==> config.mk <==
export PLATFORM = sky130hd
export DESIGN_NAME = seq_divider
export DESIGN_NICKNAME = d
export VERILOG_FILES = /design/src/rtl/alu_pkg.sv /design/src/rtl/div_step.sv /design/src/rtl/seq_divider.sv
export SDC_FILE = /design/constraint.sdc
export NUM_CORES = 1
export LEC_CHECK = 0
export ABC_AREA = 1
export BUFFER_PORTS_ARGS = -buffer_cell sky130_fd_sc_hd__buf_2
export CAP_MARGIN = 25
export CORE_ASPECT_RATIO = 2
export CORE_UTILIZATION = 35
export CTS_BUF_LIST = sky130_fd_sc_hd__clkbuf_8
export CTS_CLUSTER_SIZE = 40
export DETAILED_ROUTE_END_ITERATION = 10
export GPL_ROUTABILITY_DRIVEN = 0
export GPL_TIMING_DRIVEN = 1
export SLEW_MARGIN = 20
export SYNTH_ARGS = -nofsm -noshare
export SYNTH_HDL_FRONTEND = slang
export SYNTH_HIERARCHICAL = 1
export SYNTH_SLANG_ARGS = --single-unit
==> constraint.sdc <==
create_clock -name clk -period 2.7 [get_ports clk]
set_input_delay 0.135 -clock clk [delete_from_list [all_inputs] [get_ports clk]]
set_output_delay 0.135 -clock clk [all_outputs]
set_load 0.05 [all_outputs]
==> src/rtl/alu_pkg.sv <==
// Shared ALU definitions: CPU word width, divider state encoding and
// the step-counter width helper.
package alu_pkg;

    localparam int WIDTH_DEF = 8;

    typedef enum logic [1:0] {
        IDLE = 2'd0,
        CALC = 2'd1,
        DONE = 2'd2
    } divState_e;

    // The counter must be able to hold WIDTH itself, hence the extra bit.
    function automatic int cntWidth(input int width);
        return $clog2(width) + 1;
    endfunction

    localparam int STEP_CNT_W = cntWidth(WIDTH_DEF);

endpackage

==> src/rtl/div_step.sv <==
// One restoring-division step: trial subtract of the divisor from the
// shifted partial remainder, keeping the difference only when no borrow.
module div_step #(
    parameter int WIDTH = 8
) (
    input  logic [WIDTH:0]   t,
    input  logic [WIDTH-1:0] divisor,
    output logic [WIDTH:0]   remNext,
    output logic             qBit
);

    logic [WIDTH:0] diff;

    // Borrow out of the top bit means the divisor did not fit.
    always_comb begin
        diff    = t - {1'b0, divisor};
        qBit    = ~diff[WIDTH];
        remNext = qBit ? diff : t;
    end

endmodule

==> src/rtl/seq_divider.sv <==
// Iterative unsigned restoring divider, one quotient bit per clock.
//
// state | meaning
// ------+---------------------------------------------------------------
// IDLE  | waiting for start; divide-by-zero is resolved here directly
// CALC  | one shift-and-trial-subtract step per edge, WIDTH steps total
// DONE  | results valid, done pulses for one cycle, then back to IDLE
module seq_divider
    import alu_pkg::*;
#(
    parameter int WIDTH = WIDTH_DEF
) (
    input  logic             clk,
    input  logic             rst_n,
    input  logic             start,
    input  logic [WIDTH-1:0] A,
    input  logic [WIDTH-1:0] B,
    output logic             busy,
    output logic             done,
    output logic [WIDTH-1:0] Quot,
    output logic [WIDTH-1:0] Rem,
    output logic             dz
);

    localparam int CNT_W = cntWidth(WIDTH);

    divState_e        state;
    divState_e        nextState;
    logic [WIDTH-1:0] qReg;
    logic [WIDTH-1:0] divisorReg;
    logic [WIDTH:0]   remReg;
    logic [CNT_W-1:0] stepCnt;

    logic [WIDTH:0]   t;
    logic [WIDTH:0]   remNext;
    logic             qBit;
    logic             lastStep;

    // Shift the partial remainder left, pulling in the next dividend bit.
    // The remainder's top bit is always zero after a step, so it falls off.
    assign t        = (WIDTH+1)'({remReg, qReg[WIDTH-1]});
    assign lastStep = (stepCnt == CNT_W'(WIDTH - 1));

    div_step #(
        .WIDTH(WIDTH)
    ) uStep (
        .t       (t),
        .divisor (divisorReg),
        .remNext (remNext),
        .qBit    (qBit)
    );

    // State register.
    always_ff @(posedge clk) begin
        if (!rst_n) begin
            state <= IDLE;
        end else begin
            state <= nextState;
        end
    end

    // Next-state decode and handshake outputs.
    always_comb begin
        nextState = state;
        busy      = 1'b0;
        done      = 1'b0;
        case (state)
            IDLE: begin
                if (start) begin
                    nextState = (B != '0) ? CALC : DONE;
                end
            end
            CALC: begin
                busy = 1'b1;
                if (lastStep) begin
                    nextState = DONE;
                end
            end
            DONE: begin
                done      = 1'b1;
                nextState = IDLE;
            end
            default: nextState = IDLE;
        endcase
    end

    // Datapath: operand capture, iteration registers and result latch.
    always_ff @(posedge clk) begin
        if (!rst_n) begin
            qReg       <= '0;
            divisorReg <= '0;
            remReg     <= '0;
            stepCnt    <= '0;
            Quot       <= '0;
            Rem        <= '0;
            dz         <= 1'b0;
        end else begin
            case (state)
                IDLE: begin
                    if (start) begin
                        if (B != '0) begin
                            qReg       <= A;
                            divisorReg <= B;
                            remReg     <= '0;
                            stepCnt    <= '0;
                        end else begin
                            Quot <= '1;
                            Rem  <= A;
                            dz   <= 1'b1;
                        end
                    end
                end
                CALC: begin
                    remReg  <= remNext;
                    qReg    <= {qReg[WIDTH-2:0], qBit};
                    stepCnt <= stepCnt + 1'b1;
                    if (lastStep) begin
                        Quot <= {qReg[WIDTH-2:0], qBit};
                        Rem  <= remNext[WIDTH-1:0];
                        dz   <= 1'b0;
                    end
                end
                default: ;
            endcase
        end
    end

endmodule

======== After elaboration in Yosys (flattened, before gate mapping) ========
Cells that the tools add are included.
storage, ports and cells
  register bits after elaboration ......... 47
  bits of input ports ..................... 19
  logic and storage cells ................. 53
cells by class
  $add $sub $neg .......................... 2
  equal/unequal tests ..................... 7
  multiplexer cells ....................... 28
  bitwise gates (word level) .............. 1
  reductions and logical operators ........ 7
operator list
  cell                                           number
  two-way mux 8 bit                              11
  case mux 8 bit (2 select lines)                4
  subtractor 9 x 8 -> 9 bit                      1
  two-way mux 4 bit                              2
  inequality test 2 bit, second input constant   4
  case mux 4 bit (2 select lines)                1
  nonzero test 8 bit                             1
  two-way mux 2 bit                              3
  AND reduction 3 bit                            2
  two-way mux 1 bit                              5
  adder 4 x 1 -> 4 bit, second input constant    1
  == test 4 x 3 -> 1 bit, second input constant  1
  case mux 2 bit (2 select lines)                1
  AND reduction 4 bit                            1
  == test 2 x 1 -> 1 bit, second input constant  1
  == test 2 bit, second input constant           1
  logical NOT 2 bit                              1
  case mux 1 bit (2 select lines)                1
  AND reduction 2 bit                            1
  nonzero test 2 bit                             1
  inverter 1 bit                                 1

======== Depth between registers and ports, before layout ========
  word-level depth ........................ 4
  depth in mapped cells ................... 19
  gate-level depth less buffers ........... 18

======== By module ========
The synthesis kept the hierarchy.
modules (own cells, without submodules)
  module       times used  cells each  area each (µm²)
  seq_divider  1           311         2204.6
  div_step     1           92          489.2

======== Worst setup path before layout ========
OpenSTA, ideal clock, no wires.
  path type ............................... reg2reg
  start ................................... register qReg[7]
  end ..................................... register Rem[0]
  setup time .............................. 0.114 ns
  data arrival time ....................... 2.348 ns
  path slack .............................. 0.237 ns
  stages on the path, launching flop included .. 19
  buffers on the path ..................... 1
  clock period less this slack ............ 2.463 ns
  path through ............................ dfxtp_1 > inv_1 > ha_1 > fa_1 > inv_1 > nand2_1 > nand2_1 > and2_4 > nand2_1 > o211ai_1 > ha_1 > inv_1 > buf_2 > o21ai_0 > nand2_1 > nand2_1 > nand3b_1 > nand2_1 > nor2_1
between the ends
  longest elaborated chain between the ends .. 4
ends and longest elaborated chain
  what                                 line                RTL
  start, declared                      seq_divider.sv:29   logic [WIDTH-1:0] qReg;
  start signal, assigned               seq_divider.sv:115  qReg <= {qReg[WIDTH-2:0], qBit};
  subtractor 9 x 8 -> 9 bit            div_step.sv:16      diff = t - {1'b0, divisor};
  two-way mux 8 bit (*)                div_step.sv:18      remNext = qBit ? diff : t;
  net remNext[0]                       seq_divider.sv:35   logic [WIDTH:0] remNext;
  two-way mux 8 bit (*)                seq_divider.sv:117  if (lastStep) begin
  case mux 8 bit (2 select lines) (*)  seq_divider.sv:98   case (state)
  end signal, assigned                 seq_divider.sv:119  Rem <= remNext[WIDTH-1:0];
  end, declared                        seq_divider.sv:21   output logic [WIDTH-1:0] Rem,
Mark *: on every way through the listed nets, which the timed path passes. The rest lies on a longest branch. The select of a mux whose other input is x is not followed.
A chain may end at the register's enable or synchronous reset.

======== Worst setup path after layout ========
  start ................................... register qReg[7]
  end ..................................... register Rem[7]
between the ends
  longest elaborated chain between the ends .. 4
ends and longest elaborated chain
  what                             line
  subtractor 9 x 8 -> 9 bit        div_step.sv:16
  two-way mux 8 bit                div_step.sv:18
  net remNext[7]                   seq_divider.sv:35
  two-way mux 8 bit                seq_divider.sv:117
  case mux 8 bit (2 select lines)  seq_divider.sv:98
The timed path passes the listed nets, and every way through them passes these cells. The select of a mux whose other input is x is not followed.

==> run summary <==
In this run the power spent charging and discharging nets is 0.791 mW. The worst setup path is launched from a flip-flop. Hold is met by 0.154 ns. The wire length of the first global-routing pass was 11.2 mm; the switching power share of the total was 0.398.

The floorplan step defined a core boundary enclosing 7380 um^2. STA classifies the critical path endpoint as a flip-flop. Summing every instance area after synthesis gives 2690 um^2. By startpoint and endpoint, the worst setup path is classified as reg -> reg. The worst max-slew margin expressed relative to the limit was 0.530.

The logs give 0.219 for the portion of total power attributed to the clock network and 4 for the detailed-routing iteration count for the pre-antenna-repair pass. For this run, the post-layout net count is 470. The growth of design area from synthesis to finish is 13.1%. Setup slack on the worst reg-to-reg path comes out at 0.15 ns. The share of total power in sequential cells was 0.404.

The tools report the fill cell instance count of the final layout as 838. Buffers placed on the I/O ports in this run total 37. The flow ran to the end, and the final reports show no timing, DRC or antenna violations.

The data required time at the worst endpoint is 2.92 ns, and the power density normalized to cell area is 653 nW/um^2. The final cycle utilization of the critical path came out at 0.946. Setup violations remaining at the end of the flow were counted as 0. The most used flip-flop cell after synthesis is sky130_fd_sc_hd__dfxtp_1. Total routing resource utilization after global routing: 0.179. The die is 126 um tall. The top-area cell type share of the netlist area came out at 0.349. The ratio of cells with drive above 1 in the final layout was 0.172; the HPWL reported at the end of detailed placement was 5.02 mm. The tools report the sequential standard cell area as 942 um^2. In the post-synthesis netlist, the biggest area contributors are sky130_fd_sc_hd__dfxtp_1 (35%), sky130_fd_sc_hd__nand2_1 (17%), sky130_fd_sc_hd__nor2_1 (7.5%). Measured in cells, the most critical reg-to-reg path has a length of 18. The static power due to leakage was 1.56 nW. The synthesized design contains 0 enable-type register cells. The antenna diode count is 0. In the routed design, unresolved DRC markers number 0. The via count of the first global-routing pass is 2,441, and the highest net fanout along the worst path is 7. TritonCTS built the clock tree. The initial antenna violation count was 0. For the total of warnings raised by yosys, the log shows 6. The clock tree synthesis step divided the H-tree into 2 levels. The routed length per placed instance came out at 12.4 um.

The post-synthesis sequential area ratio was 0.349. The async set or reset register ratio after synthesis came out at 0. Data arrives at the worst endpoint at 2.77 ns. Launch point of the worst path: qReg[7]. The multi-input combinational cells in the finished layout cover a total of 1460 um^2.

The average instance in the mapped netlist occupies 6.68 um^2. The number of distinct library cells after synthesis is 29. The final-report hold violation count is 0. The biggest area contributor in the post-synthesis netlist is sky130_fd_sc_hd__dfxtp_1. The largest net degree at the start of global routing came out at 30. In this run the worst setup path terminates at Rem[7]. By count the netlist is led by sky130_fd_sc_hd__nand2_1 (125), sky130_fd_sc_hd__nor2_1 (54), sky130_fd_sc_hd__inv_1 (52). Measured along the x axis, the die boundary spans 64.0 um.

Reg-to-reg critical path startpoint: qReg[7]. The aggregate global routing overflow was 0. The die covers 8070 um^2. Max-capacitance violation count: 0. Summed over all layers, the routed wires come to 6.61 mm.

After technology mapping, the gate count stands at 403. The worst hold path class was in -> reg. The floorplan has 44 rows. Buffers inserted to repair hold after CTS numbered 0.

The cell sitting at the root of the clock tree is a sky130_fd_sc_hd__clkbuf_8. The worst reg2reg path endpoint was Rem[7]. The maximum clock skew at final layout is 0.00552 ns. Count of pins over their slew limit: 0. The logs give 0.377 for the combinational power share and 1.20 mW for the internal power contribution.

For the initial core utilization, the log shows 0.365. Once detail routing completed, the nets flagged for antenna violations numbered 0. For the maximum root-to-sink buffer count, the log shows 2. Clock-pin slew was measured on the worst setup and hold paths at 0.09 ns. The logs give 0.413 for the end-of-flow core utilization and 0.31 ns for the clock insertion delay at the later pin of the skew report. By instance count, the leading cell after synthesis is sky130_fd_sc_hd__nand2_1.

Counting every sink on the clock net gives 47. The post-synth net total came out at 433. During I/O placement, the number of pins put on the boundary was 38. Based on the critical path, the design can be clocked at up to 391 MHz.

IR analysis of the VDD net gives a maximum drop of 0.000466 V. Synthesis inferred 47 register bits. The number of clock buffers added by TritonCTS is 5. At the pin with the least slew margin, the transition time is 0.704 ns.

In this run, the number of DRC markers left after iteration 0 of detailed routing was 62. For this block, the via count after detailed routing is 2,481. The time the worst path needs with I/O delays and setup is 2.55 ns, and the average vias per placed instance is 4.65.
cell type report:
| cell class | instances | area share |
|---|---|---|
| repair buffers | 42 | 0.0743 |
| well taps | 92 | 0.0378 |
| inverters | 55 | 0.0694 |
| flip-flops and latches | 47 | 0.309 |
| clock buffers | 5 | 0.0226 |
| multi-input cells | 289 | 0.480 |
| clock inverters | 3 | 0.00657 |
worst max-delay path, stage by stage, from the launching register on:
cell                       delay, ns
sky130_fd_sc_hd__dfxtp_2        0.34
sky130_fd_sc_hd__inv_1          0.04
sky130_fd_sc_hd__ha_1           0.22
sky130_fd_sc_hd__fa_2           0.36
sky130_fd_sc_hd__inv_2          0.06
sky130_fd_sc_hd__nand2_1        0.06
sky130_fd_sc_hd__nand2_1        0.08
sky130_fd_sc_hd__and2_4         0.14
sky130_fd_sc_hd__nand2_1        0.05
sky130_fd_sc_hd__o211ai_1       0.08
sky130_fd_sc_hd__ha_1           0.30
sky130_fd_sc_hd__buf_6          0.16
sky130_fd_sc_hd__nand3_1        0.08
sky130_fd_sc_hd__nand2_1        0.06
sky130_fd_sc_hd__nand2_1        0.09
sky130_fd_sc_hd__nand2_1        0.07
sky130_fd_sc_hd__nand3b_1       0.15
sky130_fd_sc_hd__nand2_1        0.07
sky130_fd_sc_hd__nor2_1         0.04
cells by family (layout without fill, tap and decap cells):
| logic type | Yosys count | count (layout) | synth area share |
|---|---|---|---|
| simple gates | 235 | 235 | 0.402 |
| buf+inv | 67 | 105 | 0.109 |
| xor+xnor | 1 | 1 | 0.00325 |
| flops | 47 | 47 | 0.349 |
| compound gates | 42 | 42 | 0.0831 |
| fa+ha+maj | 11 | 11 | 0.0539 |
power groups by stage:
stage | Combinational (mW) | Clock (mW) | Sequential (mW)
2_1_floorplan | 0.465 | 0 | 0.909
3_3_place_gp | 0.699 | 0 | 0.819
3_5_place_dp | 0.707 | 0 | 0.821
4_1_cts | 0.710 | 0.448 | 0.805
5_1_grt | 0.833 | 0.481 | 0.815
6_report | 0.749 | 0.435 | 0.804
cells in the final DEF (no fill, tap or decap), types with 5 or more instances in the layout:
cell                       instances
sky130_fd_sc_hd__nand2_1         125
sky130_fd_sc_hd__nor2_1           54
sky130_fd_sc_hd__inv_1            50
sky130_fd_sc_hd__dfxtp_1          46
sky130_fd_sc_hd__buf_2            37
sky130_fd_sc_hd__a21oi_1          25
sky130_fd_sc_hd__nand3_1          18
sky130_fd_sc_hd__nand3b_1         18
sky130_fd_sc_hd__ha_1             10
sky130_fd_sc_hd__o21ai_1           9
sky130_fd_sc_hd__nand2_2           6
sky130_fd_sc_hd__o21ai_0           6
sky130_fd_sc_hd__nand2_4           5
sky130_fd_sc_hd__clkbuf_8          5
state kept, by name, indices dropped and copies added (netlist names):
| name | count |
|---|---|
| Quot | 8 |
| state | 2 |
| Rem | 8 |
| stepCnt | 4 |
| remReg | 8 |
| dz | 1 |
| qReg | 8 |
| divisorReg | 8 |
worst min-delay path by stage:
stage / startpoint / end / slack, ns / depth (start not counted)
2_1_floorplan: B[0] / divisorReg[0] / 0.35 / 3
3_3_place_gp: stepCnt[3] / stepCnt[3] / 0.45 / 2
3_5_place_dp: dz / dz / 0.46 / 2
4_1_cts: B[6] / divisorReg[6] / 0.15 / 4
5_1_grt: B[7] / divisorReg[7] / 0.18 / 4
6_report: B[6] / divisorReg[6] / 0.15 / 4
stage by stage:
stage / TNS, ns / setup slack [ns] / instance area, um^2 / power (mW) / cells
4_1_cts: 0 / 0.0390 / 3010 / 1.96 / 530
6_report: 0 / 0.146 / 3050 / 1.99 / 533
3_3_place_gp: 0 / 0.116 / 2930 / 1.52 / 522
5_1_grt: -0.00125 / -0.00125 / 3050 / 2.13 / 533
2_1_floorplan: 0 / 0.237 / 2690 / 1.37 / 403
3_5_place_dp: 0 / 0.0583 / 2930 / 1.53 / 522
layer usage:
layer	wire, um	up-vias	track usage	share of wire
li1	-	1315	-	-
met1	2520	1118	0.179	0.38
met2	3720	31	0.342	0.56
met3	119	17	0.0263	0.018
met4	256	0	0.0922	0.039
met5	0	-	0	0
repair_timing:
| action | in CTS | in global routing |
|---|---|---|
| setup buffers | 0 | 3 |
| gates resized for setup | 0 | 6 |
| endpoints found under the setup margin | 0 | 11 |
No activity file was read; power rests on OpenSTA's default activity.
